## src/rtl/prime_pkg.sv

```systemverilog
// Shared types and constants for the prime stream generator.
package prime_pkg;

  typedef enum logic [1:0] {
    S_IDLE,
    S_TEST,
    S_EMIT,
    S_DONE
  } prime_state_t;

  // Smallest prime; also the starting candidate and the starting trial divisor.
  localparam int unsigned FIRST_PRIME = 2;

endpackage

```

## src/rtl/prime_div_step.sv

```systemverilog
// One trial-division step: reports whether div has passed sqrt(cand)
// and whether div divides cand exactly. Purely combinational.
module prime_div_step #(
  parameter int W = 16
) (
  input  logic [W-1:0] cand_i,
  input  logic [W-1:0] div_i,
  output logic         is_bound_o,
  output logic         is_div_o
);

  logic [2*W-1:0] div_sq;
  logic [2*W-1:0] cand_ext;
  logic [W-1:0]   rem;

  // The square is formed at double width so it cannot overflow for any div.
  assign div_sq     = {{W{1'b0}}, div_i} * {{W{1'b0}}, div_i};
  assign cand_ext   = {{W{1'b0}}, cand_i};
  assign is_bound_o = div_sq > cand_ext;

  // div is never zero in operation; the guard keeps the remainder defined anyway.
  assign rem      = (div_i != '0) ? (cand_i % div_i) : cand_i;
  assign is_div_o = (div_i != '0) && (rem == '0);

endmodule

```

## src/rtl/prime_stream_gen.sv

```systemverilog
// Enumerates every prime 2 <= p <= limit in ascending order on a
// valid/ready stream, testing one trial divisor per clock.
module prime_stream_gen
  import prime_pkg::*;
#(
  parameter int W     = 16,
  parameter int CNT_W = 16
) (
  input  logic             clk,
  input  logic             rst_n,
  input  logic             start,
  input  logic [W-1:0]     limit,
  output logic [W-1:0]     prime_out,
  output logic             prime_valid,
  input  logic             prime_ready,
  output logic             busy,
  output logic             done,
  output logic [CNT_W-1:0] count
);

  localparam logic [W-1:0]     FIRST_W = W'(FIRST_PRIME);
  localparam logic [W-1:0]     ONE_W   = W'(1);
  localparam logic [CNT_W-1:0] CNT_MAX = '1;
  localparam logic [CNT_W-1:0] CNT_ONE = CNT_W'(1);

  prime_state_t     state_q, state_d;
  logic [W-1:0]     lim_q, lim_d;
  logic [W-1:0]     cand_q, cand_d;
  logic [W-1:0]     div_q, div_d;
  logic [W-1:0]     prime_q, prime_d;
  logic [CNT_W-1:0] count_q, count_d;
  logic             valid_q, valid_d;
  logic             busy_q, busy_d;
  logic             done_q, done_d;

  logic is_bound;
  logic is_div;
  logic at_lim;

  prime_div_step #(.W(W)) u_div_step (
    .cand_i     (cand_q),
    .div_i      (div_q),
    .is_bound_o (is_bound),
    .is_div_o   (is_div)
  );

  // Checking against lim before any increment is what keeps limit = 2^W-1 from wrapping.
  assign at_lim = (cand_q == lim_q);

  // Next-state and next-output logic for the enumeration FSM.
  always_comb begin
    // NOTE: every signal assigned here gets a default first, so no path can infer a latch.
    state_d = state_q;
    lim_d   = lim_q;
    cand_d  = cand_q;
    div_d   = div_q;
    prime_d = prime_q;
    count_d = count_q;
    valid_d = valid_q;
    busy_d  = busy_q;
    done_d  = 1'b0;

    unique case (state_q)
      S_IDLE: begin
        if (start) begin
          lim_d   = limit;
          count_d = '0;
          busy_d  = 1'b1;
          if (limit < FIRST_W) begin
            state_d = S_DONE;
            done_d  = 1'b1;
          end else begin
            cand_d  = FIRST_W;
            div_d   = FIRST_W;
            state_d = S_TEST;
          end
        end
      end

      S_TEST: begin
        if (is_bound) begin
          prime_d = cand_q;
          valid_d = 1'b1;
          state_d = S_EMIT;
        end else if (is_div) begin
          if (at_lim) begin
            state_d = S_DONE;
            done_d  = 1'b1;
          end else begin
            cand_d = cand_q + ONE_W;
            div_d  = FIRST_W;
          end
        end else begin
          div_d = div_q + ONE_W;
        end
      end

      S_EMIT: begin
        if (prime_ready) begin
          valid_d = 1'b0;
          count_d = (count_q == CNT_MAX) ? count_q : count_q + CNT_ONE;
          if (at_lim) begin
            state_d = S_DONE;
            done_d  = 1'b1;
          end else begin
            cand_d  = cand_q + ONE_W;
            div_d   = FIRST_W;
            state_d = S_TEST;
          end
        end
      end

      S_DONE: begin
        busy_d  = 1'b0;
        state_d = S_IDLE;
      end

      default: state_d = S_IDLE;
    endcase
  end

  // State and output registers with synchronous active-low reset.
  always_ff @(posedge clk) begin
    // NOTE: sequential state uses non-blocking assignments so all registers update together.
    if (!rst_n) begin
      state_q <= S_IDLE;
      lim_q   <= '0;
      cand_q  <= '0;
      div_q   <= '0;
      prime_q <= '0;
      count_q <= '0;
      valid_q <= 1'b0;
      busy_q  <= 1'b0;
      done_q  <= 1'b0;
    end else begin
      state_q <= state_d;
      lim_q   <= lim_d;
      cand_q  <= cand_d;
      div_q   <= div_d;
      prime_q <= prime_d;
      count_q <= count_d;
      valid_q <= valid_d;
      busy_q  <= busy_d;
      done_q  <= done_d;
    end
  end

  assign prime_out   = prime_q;
  assign prime_valid = valid_q;
  assign busy        = busy_q;
  assign done        = done_q;
  assign count       = count_q;

endmodule
```

## config.mk

```make
export PLATFORM = sky130hd
export DESIGN_NAME = prime_stream_gen
export DESIGN_NICKNAME = d
export VERILOG_FILES = /design/src/rtl/prime_pkg.sv /design/src/rtl/prime_div_step.sv /design/src/rtl/prime_stream_gen.sv
export SDC_FILE = /design/constraint.sdc
export NUM_CORES = 1
export LEC_CHECK = 0
export BUFFER_PORTS_ARGS = -buffer_cell sky130_fd_sc_hd__buf_2
export CAP_MARGIN = 10
export CELL_PAD_IN_SITES_DETAIL_PLACEMENT = 1
export CELL_PAD_IN_SITES_GLOBAL_PLACEMENT = 1
export CORE_ASPECT_RATIO = 1.4
export CORE_MARGIN = 10
export CORE_UTILIZATION = 53
export CTS_CLUSTER_SIZE = 16
export DETAILED_ROUTE_END_ITERATION = 8
export PLACE_DENSITY_LB_ADDON = 0.3
export SLEW_MARGIN = 20
export SYNTH_ARGS = -nofsm -noshare
export SYNTH_HDL_FRONTEND = slang
export SYNTH_SLANG_ARGS = --single-unit
export TNS_END_PERCENT = 30
```

## constraint.sdc

```tcl
create_clock -name clk -period 69.5 [get_ports clk]
set_clock_uncertainty 0.15 [all_clocks]
set_input_delay 3.475 -clock clk [delete_from_list [all_inputs] [get_ports clk]]
set_output_delay 3.475 -clock clk [all_outputs]
set_load 0.02 [all_outputs]
```

==> results of run 1 <==
[cell usage in the layout, fill, tap and decap left out, types with 34 or more instances in the layout]
cell and count:
fa_1 166, nand3_1 54, o21a_1 44, buf_2 54, nor3_1 69, a21o_1 48, xnor2_1 89, dfxtp_1 85
a21oi_1 151, ha_1 261, o21ai_0 132, nor2_1 256, xor2_1 37, a31oi_1 34, buf_4 34, inv_1 269
nand2_1 229
[area by class of cell]
class,instances,area share (%)
Timing Repair Buffer,88,2.55
Inverter,270,4.92
Clock inverter,7,0.419
Sequential cell,85,8.27
Tap cell,467,2.84
Clock buffer,9,1.09
Multi-Input combinational cell,2070,79.9
[registers in the layout, indices dropped and copies added, names as in the netlist]
name	count
done	1
state_q	2
count	16
cand_q	16
prime_valid	1
busy	1
div_q	16
lim_q	16
prime_out	16
[cell families after synthesis]
logic type                 after synthesis
and+or+nand+nor                        834
AOI/OAI and AO/OA                      633
adders and majority gates              427
buffers and inverters                  373
xor gates and xnor gates               126
DFF                                     85
muxes                                   50
[path summary, 6_finish.rpt]
| path | startpoint | end | slack (ps) | depth (start not counted) |
|---|---|---|---|---|
| worst max-delay path | div_q[11] | cand_q[0] | 35230 | 116 |
| worst min-delay path | lim_q[5] | lim_q[5] | 320 | 2 |
| worst max register to register | div_q[11] | cand_q[0] | 35230 | 116 |
| worst min register to register | lim_q[5] | lim_q[5] | 320 | 2 |
[per-layer routing]
layer,part of all wire [%],wire [um],track usage (%),vias to the layer above
met3,5.1,3750,4.72,311
met1,37,27200,34.5,9705
met5,0,0,0,-
met2,51,38000,59.3,701
met4,6.8,5020,20.1,0
li1,-,-,-,8870
[per-stage QoR]
step | setup WS [ps] | cell area, um2 | utilization [%] | hold slack, ps
finish | 35230 | 20600 | 56.3 | 318
global route | 33050 | 20600 | 56.3 | 339
CTS | 36200 | 20600 | 56.3 | 319
detailed placement | 36280 | 20300 | 55.4 | 310
global placement | 37210 | 20300 | 55.4 | 307
floorplan | 41450 | 19600 | - | 299
[worst min-delay path, stage by stage (launching register included)]
cell     delay [ps]
dfxtp_1         320
nand2_1          50
a21oi_1          50
==> summary.txt, run 1 <==
Run status
  – Status: completed

Yosys
  – FFs w/ async S/R, synth: 0%
  – Most numerous cell in the Yosys netlist: inv_1
  – Share of the synthesized area in compound gates (AO/OA/AOI/OAI): 21.7%
  – Xor/xnor share of the synthesized area: 5.64%
  – Share of the yosys chip area belonging to registers: 8.69%
  – Mux cell area share after synthesis: 2.70%
  – Synthesized netlist cell count: 2528
  – Area share of fa/ha/maj cells after synthesis: 33.7%
  – Ys flop type: dfxtp_1
  – Leading cell types by count after synthesis: inv_1, ha_1, nor2_1
  – Dominant combinational cell family by area after synthesis: adder cells
  – Post-synth EDFFs: 0
  – Nets in the synthesized netlist: 2975
  – Mean Syn Cell Area: 7.74 um2
  – Most area-consuming cells after synthesis: fa_1, ha_1, dfxtp_1
  – Area of the mapped netlist: 19600 um2
  – Register bit count reported by yosys: 85
  – Synth Area in Simple Gates: 20.3%
  – Number of warnings reported in the yosys synthesis log: 0
  – Number of distinct library cells after synthesis: 95
  – Library cell with the largest summed area after synthesis: fa_1
  – Portion of synthesized cell area occupied by the leading cell type: 17.0%

Clock tree
  – Number of buffers added by the clock tree synthesis step: 9
  – Quantity of gates resized following cts: 0
  – TritonCTS clock tree: done
  – H-tree level count: 3
  – Clock root cell: clkbuf_16
  – Hold buffer count at CTS: 0
  – Post-CTS Repair Setup Buffers: 0
  – Total number of clock tree sinks: 85
  – Clk pin slew, worst setup/hold paths: 70 ps
  – Clock latency at the later pin of the worst-skew pair: 360 ps
  – CTS Buffer Depth: 2

Routing
  – DRT Pass-1 Iters: 5
  – Vias per cell: 6.54
  – Violation count after the first detailed-routing iteration: 1229
  – Count of antenna-violating nets left after detailed routing: 0
  – Vias after detailed routing: 19600
  – DRC violations left: 0
  – Total routed wirelength: 74000 um
  – Wire length per cell: 24.7 um

GRT
  – Congestion Overflow GR: 0
  – Antenna violations before repair: 0
  – Tot GR Track Use: 32.5%
  – Maximum number of pins on one net before global-route repair: 48
  – Global-route wire length before repair: 118000 um
  – Vias in the first global route: 21600

Job
  – Number of max-cap violations: 0

Final layout
  – Fill cell instance count of the final layout: 4680
  – Diode insertion count for antenna repair: 0
  – Multi-input logic area: 16400 um2
  – Final cell count without fillers: 2996
  – Area grow syn2layout: 5.16%
  – Storage cell area: 1700 um2
  – Proportion of layout cells with a drive suffix above 1: 6.96%
  – Total number of nets in the final design: 2971

Setup path
  – Crit path DAT: 34340 ps
  – Max stage delay on crit path: 880 ps
  – Sort of element at the start of the critical path: flop
  – Most frequent CP cell: ha_1
  – Kind of critical path: reg -> reg
  – Maximum fanout encountered on the critical timing path: 26
  – Required time at the worst-slack endpoint: 69570 ps
  – CP endpoint kind: flop
  – Bufs and invs on worst path: 5
  – Library cell contributing the largest single delay on the critical path: nor4_1
  – Critical path's top delay family: compound AO/OA/AOI/OAI gates

Timing
  – Post-layout min period: 34270 ps
  – Count of final hold-check violations: 0
  – Total count of max-transition violations in the final report: 0
  – Unrepaired setup endpoints after global routing: no
  – Max frequency: 29.2 MHz
  – Worst-case headroom to the max-slew limit: 27.7%
  – Final count of negative-setup-slack endpoints: 0
  – Worst-margin pin slew: 1070 ps
  – Post-route clock period utilization: 49.3%
  – TNS Setup: 0 ps

Floorplanning
  – Starting density of the core: 53.5%
  – Core footprint: 36600 um2
  – Die Y: 247 um
  – Number of top-level pins: 55
  – Overall die width: 182 um
  – Die ar.: 45100 um2
  – Count of standard-cell rows: 83

Placement
  – Number of placed cells counting well taps: 2980
  – GPL Wtd Cong: 0.997
  – HPWL after detailed placement: 59900 um
  – Port Buffer Count: 54

Min path
  – Worst hold-check path type: reg -> reg
Power of run 1 is left out: the tool's default activity adds up to more than one toggle a clock period on the data nets, which glitch-free logic cannot reach.
==> run 2, diff against run 1 <==
Settings changed: CORE_UTILIZATION 53 to 50.
Clock period 69.5 ns to 35.7 ns, I/O delays scaled along.
==> run 2 against run 1 <==
First-iteration DRC count up 0.24%. Cell count up 1.8%. Global-route usage down 2.3 points. Critical endpoint is now cand_q[14]. Highest routed layer unchanged. Register-to-register slack worse by 33000 ps. Via count down 1.1%. Wire length down 1.3%. Worst setup slack worse by 33000 ps. Critical path depth up 2. Sequential share of layout area about the same.
==> summary.txt, run 2 (same netlist as run 1, synthesis figures left out) <==
Routing
  – Violation count after the first detailed-routing iteration: 1232 (+0.24%)
  – Vias per cell: 6.35 (-2.8%)
  – Count of antenna-violating nets left after detailed routing: 0 (unchanged)
  – Wire length per cell: 24.0 um (-3.0%)
  – DRT Pass-1 Iters: 7 (+2)
  – Vias after detailed routing: 19400 (-1.1%)
  – DRC violations left: 0 (unchanged)
  – Total routed wirelength: 73100 um (-1.3%)

Placement
  – Port Buffer Count: 54 (unchanged)
  – Dpl cell area: 20300 um2 (+0.27%)
  – HPWL after detailed placement: 58900 um (-1.6%)
  – GPL Wtd Cong: 0.980 (-1.7%)

Clock tree
  – Clk pin slew, worst setup/hold paths: 80 ps (about the same)
  – CTS Buffer Depth: 2 (unchanged)
  – Total number of clock tree sinks: 85 (unchanged)
  – Hold buffer count at CTS: 0 (unchanged)
  – TritonCTS clock tree: done
  – Number of buffers added by the clock tree synthesis step: 9 (unchanged)
  – Clock latency at the later pin of the worst-skew pair: 350 ps (about the same)
  – H-tree level count: 3 (unchanged)
  – Clock root cell: clkbuf_16

Timing
  – Worst-margin pin slew: 1100 ps (+22.4 ps)
  – Total count of max-transition violations in the final report: 0 (unchanged)
  – Unrepaired setup endpoints after global routing: no
  – TNS Setup: 0 ps (unchanged)
  – Final count of negative-setup-slack endpoints: 0 (unchanged)
  – Max frequency: 29.8 MHz (+2.1%)
  – Count of final hold-check violations: 0 (unchanged)
  – Post-layout min period: 33550 ps (-718 ps)
  – Worst-case headroom to the max-slew limit: 26.8% (-0.93 points)
  – Post-route clock period utilization: 94.0% (+45 points)

Setup path
  – Stages on worst setup path: 118 (+1.7%)
  – Required time at the worst-slack endpoint: 35820 ps (-33750 ps)
  – Crit path DAT: 33670 ps (-670 ps)
  – Maximum fanout encountered on the critical timing path: 26 (unchanged)
  – Kind of critical path: reg -> reg
  – Cell count of the worst reg-to-reg path: 118 (+1.7%)
  – Critical path's top delay family: compound AO/OA/AOI/OAI gates
  – Sort of element at the start of the critical path: flop
  – Library cell contributing the largest single delay on the critical path: or4b_2
  – Most frequent CP cell: ha_1
  – Max stage delay on crit path: 650 ps (-230 ps)
  – CP endpoint kind: flop
  – Bufs and invs on worst path: 5 (unchanged)

GRT
  – Congestion Overflow GR: 0 (unchanged)
  – Vias in the first global route: 21300 (-1.3%)
  – Most crowded layer after global routing: met2
  – GRT met3 Usage: 2.77% (-2.0 points)
  – Maximum number of pins on one net before global-route repair: 48 (unchanged)
  – Met2 layer usage reported by global route: 57.0% (-2.3 points)
  – Global-route wire length before repair: 116000 um (-1.9%)
  – Tot GR Track Use: 30.2% (-2.3 points)
  – Antenna violations before repair: 0 (unchanged)
  – Met1 layer usage reported by global route: 31.8% (-2.7 points)

Final layout
  – Proportion of layout cells with a drive suffix above 1: 7.16% (+0.20 points)
  – Most frequent cells in the layout: inv_1, ha_1, nor2_1
  – Area grow syn2layout: 5.63%
  – Diode insertion count for antenna repair: 0 (unchanged)
  – Total number of nets in the final design: 2969 (-0.067%)
  – Most frequent standard cell in the layout excluding fill and tap cells: inv_1
  – Final cell area excluding filler cells: 20700 um2 (+0.44%)

Floorplanning
  – Number of top-level pins: 55 (unchanged)
  – Overall die width: 187 um (+2.6%)
  – Core footprint: 38600 um2 (+5.6%)
  – Die ar.: 47600 um2 (+5.4%)
  – Count of standard-cell rows: 85 (+2.4%)
  – Die Y: 254 um (+2.7%)
  – Starting density of the core: 50.7% (-2.8 points)

Job
  – Number of max-cap violations: 0 (unchanged)

Min path
  – Worst hold-check path type: reg -> reg
  – Worst hold path stage count: 2 (unchanged)

Run status
  – Status: completed
## run 2: per-stage QoR
stage / util (%) / std cells / worst slack (ps) / hold slack (ps)
finish: 53.6 / 3049 / 2150 / 326
global route: 53.6 / 3049 / 1.96 / 344
CTS: 53.4 / 3049 / 1760 / 325
detailed placement: 52.6 / 3033 / 1920 / 314
global placement: 52.6 / 3033 / 3040 / 305
floorplan: - / 2528 / 7650 / 299
## run 2: worst min-delay path, delay by kind of cell (launching register included)
kind / cells / cell delay [ps]
and+or+nand+nor: 1 / 60
DFF: 1 / 320
AOI/OAI and AO/OA: 1 / 50
## run 2: metal layers
metal	routed length [um]	vias up
met4	5000	0
li1	-	8881
met1	26800	9617
met5	0	-
met2	38300	584
met3	3040	289
## run 2: path summary, 6_finish.rpt
kind / from / end / slack (ps)
max reg2reg: div_q[9] / cand_q[14] / 2150
max: div_q[9] / cand_q[14] / 2150
min reg2reg: lim_q[3] / lim_q[3] / 330
min: lim_q[3] / lim_q[3] / 330
## run 2: cell type report
type,instances,area [um2]
clock inverter,7,86.3
sequential,85,1700
tap,522,653
timing repair buffer,86,510
inverter,270,1010
fill,4807,17900
clock buffer,9,225
multi-input combinational,2070,16500
## run 2: timing repair
action | in CTS | in global routing
setup buffers | 0 | 0
gates resized for setup | 0 | 7
setup endpoints to repair | 0 | 35
Power of run 2 is left out for the same reason.
